## src/rtl/rf_wb_arbiter.sv

```systemverilog
// rf_wb_arbiter: round-robin register-file writeback arbiter with per-register pending-write scoreboard
module rf_wb_arbiter #(
  parameter int NREQ = 2,
  parameter int CNTW = 2
) (
  input  logic            clk,
  input  logic            rst,
  input  logic [NREQ-1:0] req_valid,
  input  logic [4:0]      req_addr0,
  input  logic [4:0]      req_addr1,
  input  logic [31:0]     req_data0,
  input  logic [31:0]     req_data1,
  output logic [NREQ-1:0] req_ready,
  output logic            RFWE,
  output logic [4:0]      RFWA,
  output logic [31:0]     RFWD,
  input  logic            iss_valid,
  input  logic [4:0]      iss_addr,
  input  logic [4:0]      q_addr1,
  input  logic [4:0]      q_addr2,
  output logic            stall,
  output logic            sb_err
);
  logic [1:0]      r_full;
  logic [4:0]      r_addr0, r_addr1;
  logic [31:0]     r_data0, r_data1;
  logic            r_rr;
  logic [CNTW-1:0] r_cnt [0:31];
  logic            r_err;
  logic [1:0]      w_gnt, w_load;
  logic [31:0]     w_inc, w_dec;
  logic            w_err;
  // grant the only full buffer, or on a tie the one not granted last
  always_comb begin
    w_gnt[0] = r_full[0] & (!r_full[1] | r_rr);
    w_gnt[1] = r_full[1] & (!r_full[0] | !r_rr);
    req_ready = {2{!rst}} & (~r_full | w_gnt);
    w_load = req_valid & req_ready & {req_addr1 != 5'd0, req_addr0 != 5'd0};
    RFWE = |w_gnt;
    RFWA = w_gnt[0] ? r_addr0 : w_gnt[1] ? r_addr1 : 5'd0;
    RFWD = w_gnt[0] ? r_data0 : w_gnt[1] ? r_data1 : 32'd0;
    stall = (q_addr1 != 5'd0 && r_cnt[q_addr1] != '0) || (q_addr2 != 5'd0 && r_cnt[q_addr2] != '0);
    sb_err = r_err;
  end
  // one-hot issue/writeback hits and over/underflow detection per register
  always_comb begin
    w_inc = (iss_valid && iss_addr != 5'd0) ? 32'd1 << iss_addr : 32'd0;
    w_dec = RFWE ? 32'd1 << RFWA : 32'd0;
    w_err = 1'b0;
    for (int k = 0; k < 32; k++)
      w_err = w_err | (w_inc[k] & !w_dec[k] & (r_cnt[k] == '1)) | (w_dec[k] & !w_inc[k] & (r_cnt[k] == '0));
  end
  // buffer occupancy and last-grant pointer; a drained buffer may refill in the same cycle
  always_ff @(posedge clk) begin
    if (rst) begin
      r_full <= 2'b00;
      r_rr <= 1'b1;
    end else begin
      r_full <= (r_full & ~w_gnt) | w_load;
      if (RFWE) r_rr <= w_gnt[1];
    end
  end
  // buffer payload, captured only on accepted nonzero-destination writes
  always_ff @(posedge clk) begin
    if (w_load[0]) {r_addr0, r_data0} <= {req_addr0, req_data0};
    if (w_load[1]) {r_addr1, r_data1} <= {req_addr1, req_data1};
  end
  // saturating pending counters; coincident issue and writeback cancel out
  always_ff @(posedge clk) begin
    if (rst) begin
      for (int k = 0; k < 32; k++) r_cnt[k] <= '0;
      r_err <= 1'b0;
    end else begin
      r_err <= r_err | w_err;
      for (int k = 0; k < 32; k++)
        if (w_inc[k] && !w_dec[k] && r_cnt[k] != '1) r_cnt[k] <= r_cnt[k] + CNTW'(1);
        else if (w_dec[k] && !w_inc[k] && r_cnt[k] != '0) r_cnt[k] <= r_cnt[k] - CNTW'(1);
    end
  end
endmodule

```

## config.mk

```make
export PLATFORM = sky130hd
export DESIGN_NAME = rf_wb_arbiter
export DESIGN_NICKNAME = d
export VERILOG_FILES = /design/src/rtl/rf_wb_arbiter.sv
export SDC_FILE = /design/constraint.sdc
export NUM_CORES = 1
export LEC_CHECK = 0
export BUFFER_PORTS_ARGS = -buffer_cell sky130_fd_sc_hd__buf_2
export CAP_MARGIN = 20
export CORE_MARGIN = 1
export CORE_UTILIZATION = 43
export DETAILED_ROUTE_END_ITERATION = 7
export GPL_ROUTABILITY_DRIVEN = 0
export GPL_TIMING_DRIVEN = 0
export PLACE_DENSITY = 0.74
export RECOVER_POWER = 100
export SYNTH_ARGS = -nofsm -noshare
export SYNTH_HDL_FRONTEND = slang
export SYNTH_SLANG_ARGS = --single-unit
```

## constraint.sdc

```tcl
create_clock -name clk -period 9.25 [get_ports clk]
set_input_delay 1.3875 -clock clk [delete_from_list [all_inputs] [get_ports clk]]
set_output_delay 1.3875 -clock clk [all_outputs]
set_load 0.01 [all_outputs]
```

Yosys cells after proc, flatten, opt, wreduce, memory -nomap -nowiden
Memories as Yosys holds them, arrays and structs flattened. Index checks and enable logic that the tools add are counted.

Output and inout bits: 42. Bits in registers: 78. Bits in writable memories: 64. Memories: 1.

Memories: r_cnt (depth 32, bits a word 2, rd ports 34, clocked after memory_dff 0, write ports 32, line 28) `logic [CNTW-1:0] r_cnt [0:31];`.

Equality and inequality tests: 64. $add $sub $neg: 64. Bitwise operators: 268. Shift operators: 2. Reductions and logical operators: 272. Mux-type cells: 296.

Operators by type and width (number): $mux 1 (226); $logic_and 1x1->1 (131); $and 1x1->1 (130); $or 1x1->1 (130); $mux 2 (64); $mux 32 (4); $logic_not 1->1 (68); $reduce_bool 2->1 (34); $add 2x1->2 const B (32); $eq 2x2->1 const B (32); $logic_not 2->1 (32); $ne 2x2->1 const B (32); $shl 1x5->32 const A (2); $sub 2x1->2 const B (32); $reduce_bool 5->1 (5); $mux 5 (2); $and 2x2->2 (4); $not 2->2 (2); $or 2x2->2 (2); $reduce_or 2->1 (1); $logic_or 1x1->1 (1).

Logic depth before layout (Yosys ltp)
Depth in word-level cells: 74. Depth in mapped cells: 11. Depth with buffers taken out: 9.

Least setup slack after synthesis
OpenSTA, ideal clock, no wires.

Path type: input to register. From: in rst. To: reg r_addr0[0] (enable). Slack: 4200 ps. Library setup time: 485 ps. Required time: 8765 ps. Path buffers: 2. Arrival time: 4565 ps. Stages on the path: 3. Cells stage by stage: clkbuf_1 clkbuf_1 nor3b_1.

Longest elaborated chain between the ends: 4.

Ends and longest elaborated chain: start: declaration (line 7) `input logic rst,`; $logic_not 1->1 (line 37) `req_ready = {2{!rst}} & (~r_full | w_gnt);`; $and 2x2->2 (line 37); $and 2x2->2 (2 in series) (line 38) `w_load = req_valid & req_ready & {req_addr1 != 5'd0, req_addr0 != 5'd0};`; named net w_load[0] (line 30) `logic [1:0] w_gnt, w_load;`; end signal: assignment (line 65) `if (w_load[0]) {r_addr0, r_data0} <= {req_addr0, req_data0};`; end: declaration (line 25) `logic [4:0] r_addr0, r_addr1;`.

The timed path passes the listed nets, and every way through them passes these cells. A chain may end at the register's enable or synchronous reset.

Final worst setup path
From: reg r_rr. To: reg r_err, in the netlist sb_err.

Longest elaborated chain between the ends: 74. Elaborated cells between the ends (all ways): 234. Those cells by class: shift (1); mux (3); bitwise (196); reduce/logical (34).

Ends and longest elaborated chain: start: declaration (line 27) `logic r_rr;`; start signal: assignment (line 60) `if (RFWE) r_rr <= w_gnt[1];`; $logic_not 1->1 (line 36) `w_gnt[1] = r_full[1] & (!r_full[0] | !r_rr);`; $or 1x1->1 (line 36); $and 1x1->1 (line 36); $mux 5 (2 in series) (line 40) `RFWA = w_gnt[0] ? r_addr0 : w_gnt[1] ? r_addr1 : 5'd0;`; $shl 1x5->32 (line 48) `w_dec = RFWE ? 32'd1 << RFWA : 32'd0;`; $mux 32 (*) (line 48); $logic_not 1->1 (line 51) `w_err = w_err | (w_inc[k] & !w_dec[k] & (r_cnt[k] == '1)) | (w_dec[k] & !w_inc[k] & (r_cnt[k] == '0));`; $and 1x1->1 (2 in series) (line 51); $or 1x1->1 (62 in series) (line 51); $or 1x1->1 (*) (line 51); $or 1x1->1 (*) (line 74) `r_err <= r_err | w_err;`; end signal: assignment (line 74); end: declaration (line 29) `logic r_err;`.

Mark *: on every way between the ends. The rest lies on a longest branch, timed or not.

==> results.yml <==
clock_tree:
  insertion_delay_ns: 0.42
  cts.sinks: 142
  clk_pin_slew_worst_paths_ns: 0.06
  ctsResizeCount: 0
  cts_hold_buf: 0
  cts-root-buf: "clkbuf_16"
  cts_tree: "built"
  cts_buffer_depth: 2
  numCtsBuffers: 17
  h-tree-depth: 4
  post_cts_buffers: 0
route:
  wl_per_cell_um: 19.89
  dr_total_vias: 7538
  firstDrtPassIters: 6
  detail-route-antenna-nets: 0
  drt-total-wl_um: 24450
  post-route-drc-count: 0
  dr.first_iter.drc_count: 780
  drt-vias-per-instance: 6.133
logic_synthesis:
  ys_types: 66
  yosysTopAreaCell: "edfxtp_1"
  yosys.area.top_type_share: 0.4973
  ys_async_sr_fraction: 0
  synth_area_mm2: 0.008333
  synthTopCellsByCount: "138 x edfxtp_1, 116 x nor2_1, 102 x nand2_1"
  synth_warnings: 0
  netlist_instances: 799
  synth_area_leaders: "edfxtp_1 50%, nor2_1 5.2%, nand2_1 4.6%, mux4_2 4.3%, a22o_1 3.5%"
  synth-edff-count: 138
  yosysMostFrequentCell: "edfxtp_1"
  synth_seq_cells: 142
  synth-seq-area-share: 0.5069
  synthFlopType: "edfxtp_1"
  syn_area_per_cell_um2: 10.43
  synth.net_count: 895
cells_and_area:
  drive_above_1_share: 0.1527
  syn_to_final_growth_pct: 16.98
  finalInstanceArea_mm2: 0.009748
  finish.utilization: 0.5177
  fin_nets: 1052
  diodes: 0
  num-fill-cells: 1701
power:
  power.leakage_nw: 3.313
  power.density_mw_per_mm2: 170.1
  ir_drop_mv: 0.1255
timing:
  fmax_ghz: 0.1918
  setup_violations: 0
  hold_viol_final: 0
  layout_setup_ws_ns: 4.036
  worst_slew_pin_slew_ns: 1.387
  relSlewSlack: 0.06791
  period_share: 0.5637
  final.min_clock_period_ns: 5.214
  finalClockSkew_ns: 0.01105
  finalMaxSlewViolations: 0
  timing.setup.tns_ns: 0
  rsz0062_at_grt: "no"
floorplanning:
  dieWidth_um: 141.2
  start_util: 0.4425
  dieHeight_um: 141.2
  dieArea_mm2: 0.01994
  io_pins: 136
  rows: 50
  core_area_mm2: 0.01883
setup_path:
  slowest_delay_ns: 1.23
  slowest_stage: "nor3_1"
  cp_data_required_time_ns: 9.51
  crit_fanout: 10
  path_class: "reg -> reg"
  crit_path_start_kind: "flip-flop"
  crit_cells: 10
  end_kind: "flip-flop"
  r2r_setup_slack_ns: 4.04
  worst-path-buf-inv: 2
  crit_chain: "a21boi_0, clkbuf_1, a32oi_1, clkinvlp_2, nor3_1, a21boi_0, a32oi_1, nand4_1, nor4_1, a41oi_1"
  cpLargestDelayFamily: "compound AO/OA/AOI/OAI gates"
  crit_arrival_ns: 5.47
  r2r_cells: 10
global_routing:
  gr-usage-all-layers: 0.2511
  antenna_found_initial: 0
  grt_pass1_vias: 7233
  grt-ovfl-total: 0
  grt_max_degree: 17
  grt_pass1_wl_um: 37780
job:
  drv_cap: 0
placement:
  dp_worst_setup_slack_ns: 4.583
  portBuffers: 132
  place_area_mm2: 0.009397
  hpwl_um: 18530
outcome:
  outcome: "finished clean"
worst_hold_path:
  whs_path_depth: 2
  hold_class: "reg -> reg"
[path summary, 6_finish.rpt]
kind	from	end
setup / recovery	r_rr	sb_err
hold / removal	r_rr	r_full[1]
setup reg to reg	r_rr	sb_err
hold reg to reg	r_rr	r_full[1]
[state kept, by name, indices dropped and copies added, names as in the netlist]
signal and flops:
r_full 2, r_data1 32, r_rr 1, r_addr0 5, r_addr1 5, sb_err 1, r_cnt 64, r_data0 32
[cell usage in the layout (no fill, tap or decap), types with 17 or more instances in the layout]
cell type,n
nand2_1,102
xor2_1,27
buf_2,88
clkbuf_1,78
nor3_1,50
nand4_1,17
clkbuf_16,17
nor2_1,116
a22o_1,33
a21oi_1,31
edfxtp_1,138
a211oi_1,28
nand3_1,40
[metal layers]
| metal | up-vias | wire length (um) | track usage |
|---|---|---|---|
| li1 | 3466 | - | - |
| met1 | 3504 | 9678 | 0.3155 |
| met2 | 488 | 11130 | 0.3971 |
| met3 | 80 | 2795 | 0.07507 |
| met4 | 0 | 843 | 0.1178 |
| met5 | - | 0 | 0 |
[through the flow]
| stage | hold slack [ns] | total power, mW | instances |
|---|---|---|---|
| 3_3_place_gp | 0.5676 | 0.9999 | 1191 |
| 2_1_floorplan | 0.5344 | 0.9141 | 799 |
| 3_5_place_dp | 0.6064 | 1.006 | 1197 |
| 5_1_grt | 0.6209 | 1.707 | 1229 |
| 6_report | 0.6019 | 1.658 | 1229 |
| 4_1_cts | 0.6102 | 1.671 | 1229 |
[cell type report]
| type | instances | area (um^2) | area share |
|---|---|---|---|
| buffer | 29 | 108.9 | 0.01117 |
| clock buffer | 17 | 425.4 | 0.04364 |
| clock inverter | 15 | 146.4 | 0.01502 |
| inverter | 10 | 38.79 | 0.003979 |
| multi-input combinational | 618 | 3851 | 0.3951 |
| sequential | 142 | 4224 | 0.4333 |
| tap | 260 | 325.3 | 0.03337 |
| timing repair buffer | 138 | 628.1 | 0.06443 |
[where the power goes]
group / internal [mW] / switching [mW]
sequential: 0.746 / 0.0279
clock: 0.378 / 0.294
combinational: 0.0775 / 0.135
[cells by family (layout without fill, tap and decap cells)]
kind of cell / after synthesis / after routing / share of synthesized area
AO/OA/AOI/OAI: 177 / 177 / 0.1701
XOR/XNOR: 30 / 30 / 0.03153
adder cells (fa/ha/maj): 2 / 2 / 0.003003
buffers and inverters: 39 / 209 / 0.01937
flip-flops: 142 / 142 / 0.5069
multiplexers: 18 / 18 / 0.04565
AND/OR/NAND/NOR: 391 / 391 / 0.2234
[worst reg2reg max path, stage by stage, from the launching register on]
cell,delay (ns)
dfxtp_1,0.44
a21boi_0,0.13
clkbuf_1,0.26
a32oi_1,0.79
clkinvlp_2,0.67
nor3_1,1.24
a21boi_0,0.44
a32oi_1,0.33
nand4_1,0.13
nor4_1,0.46
a41oi_1,0.17
Power figures use the tool's default switching activity.
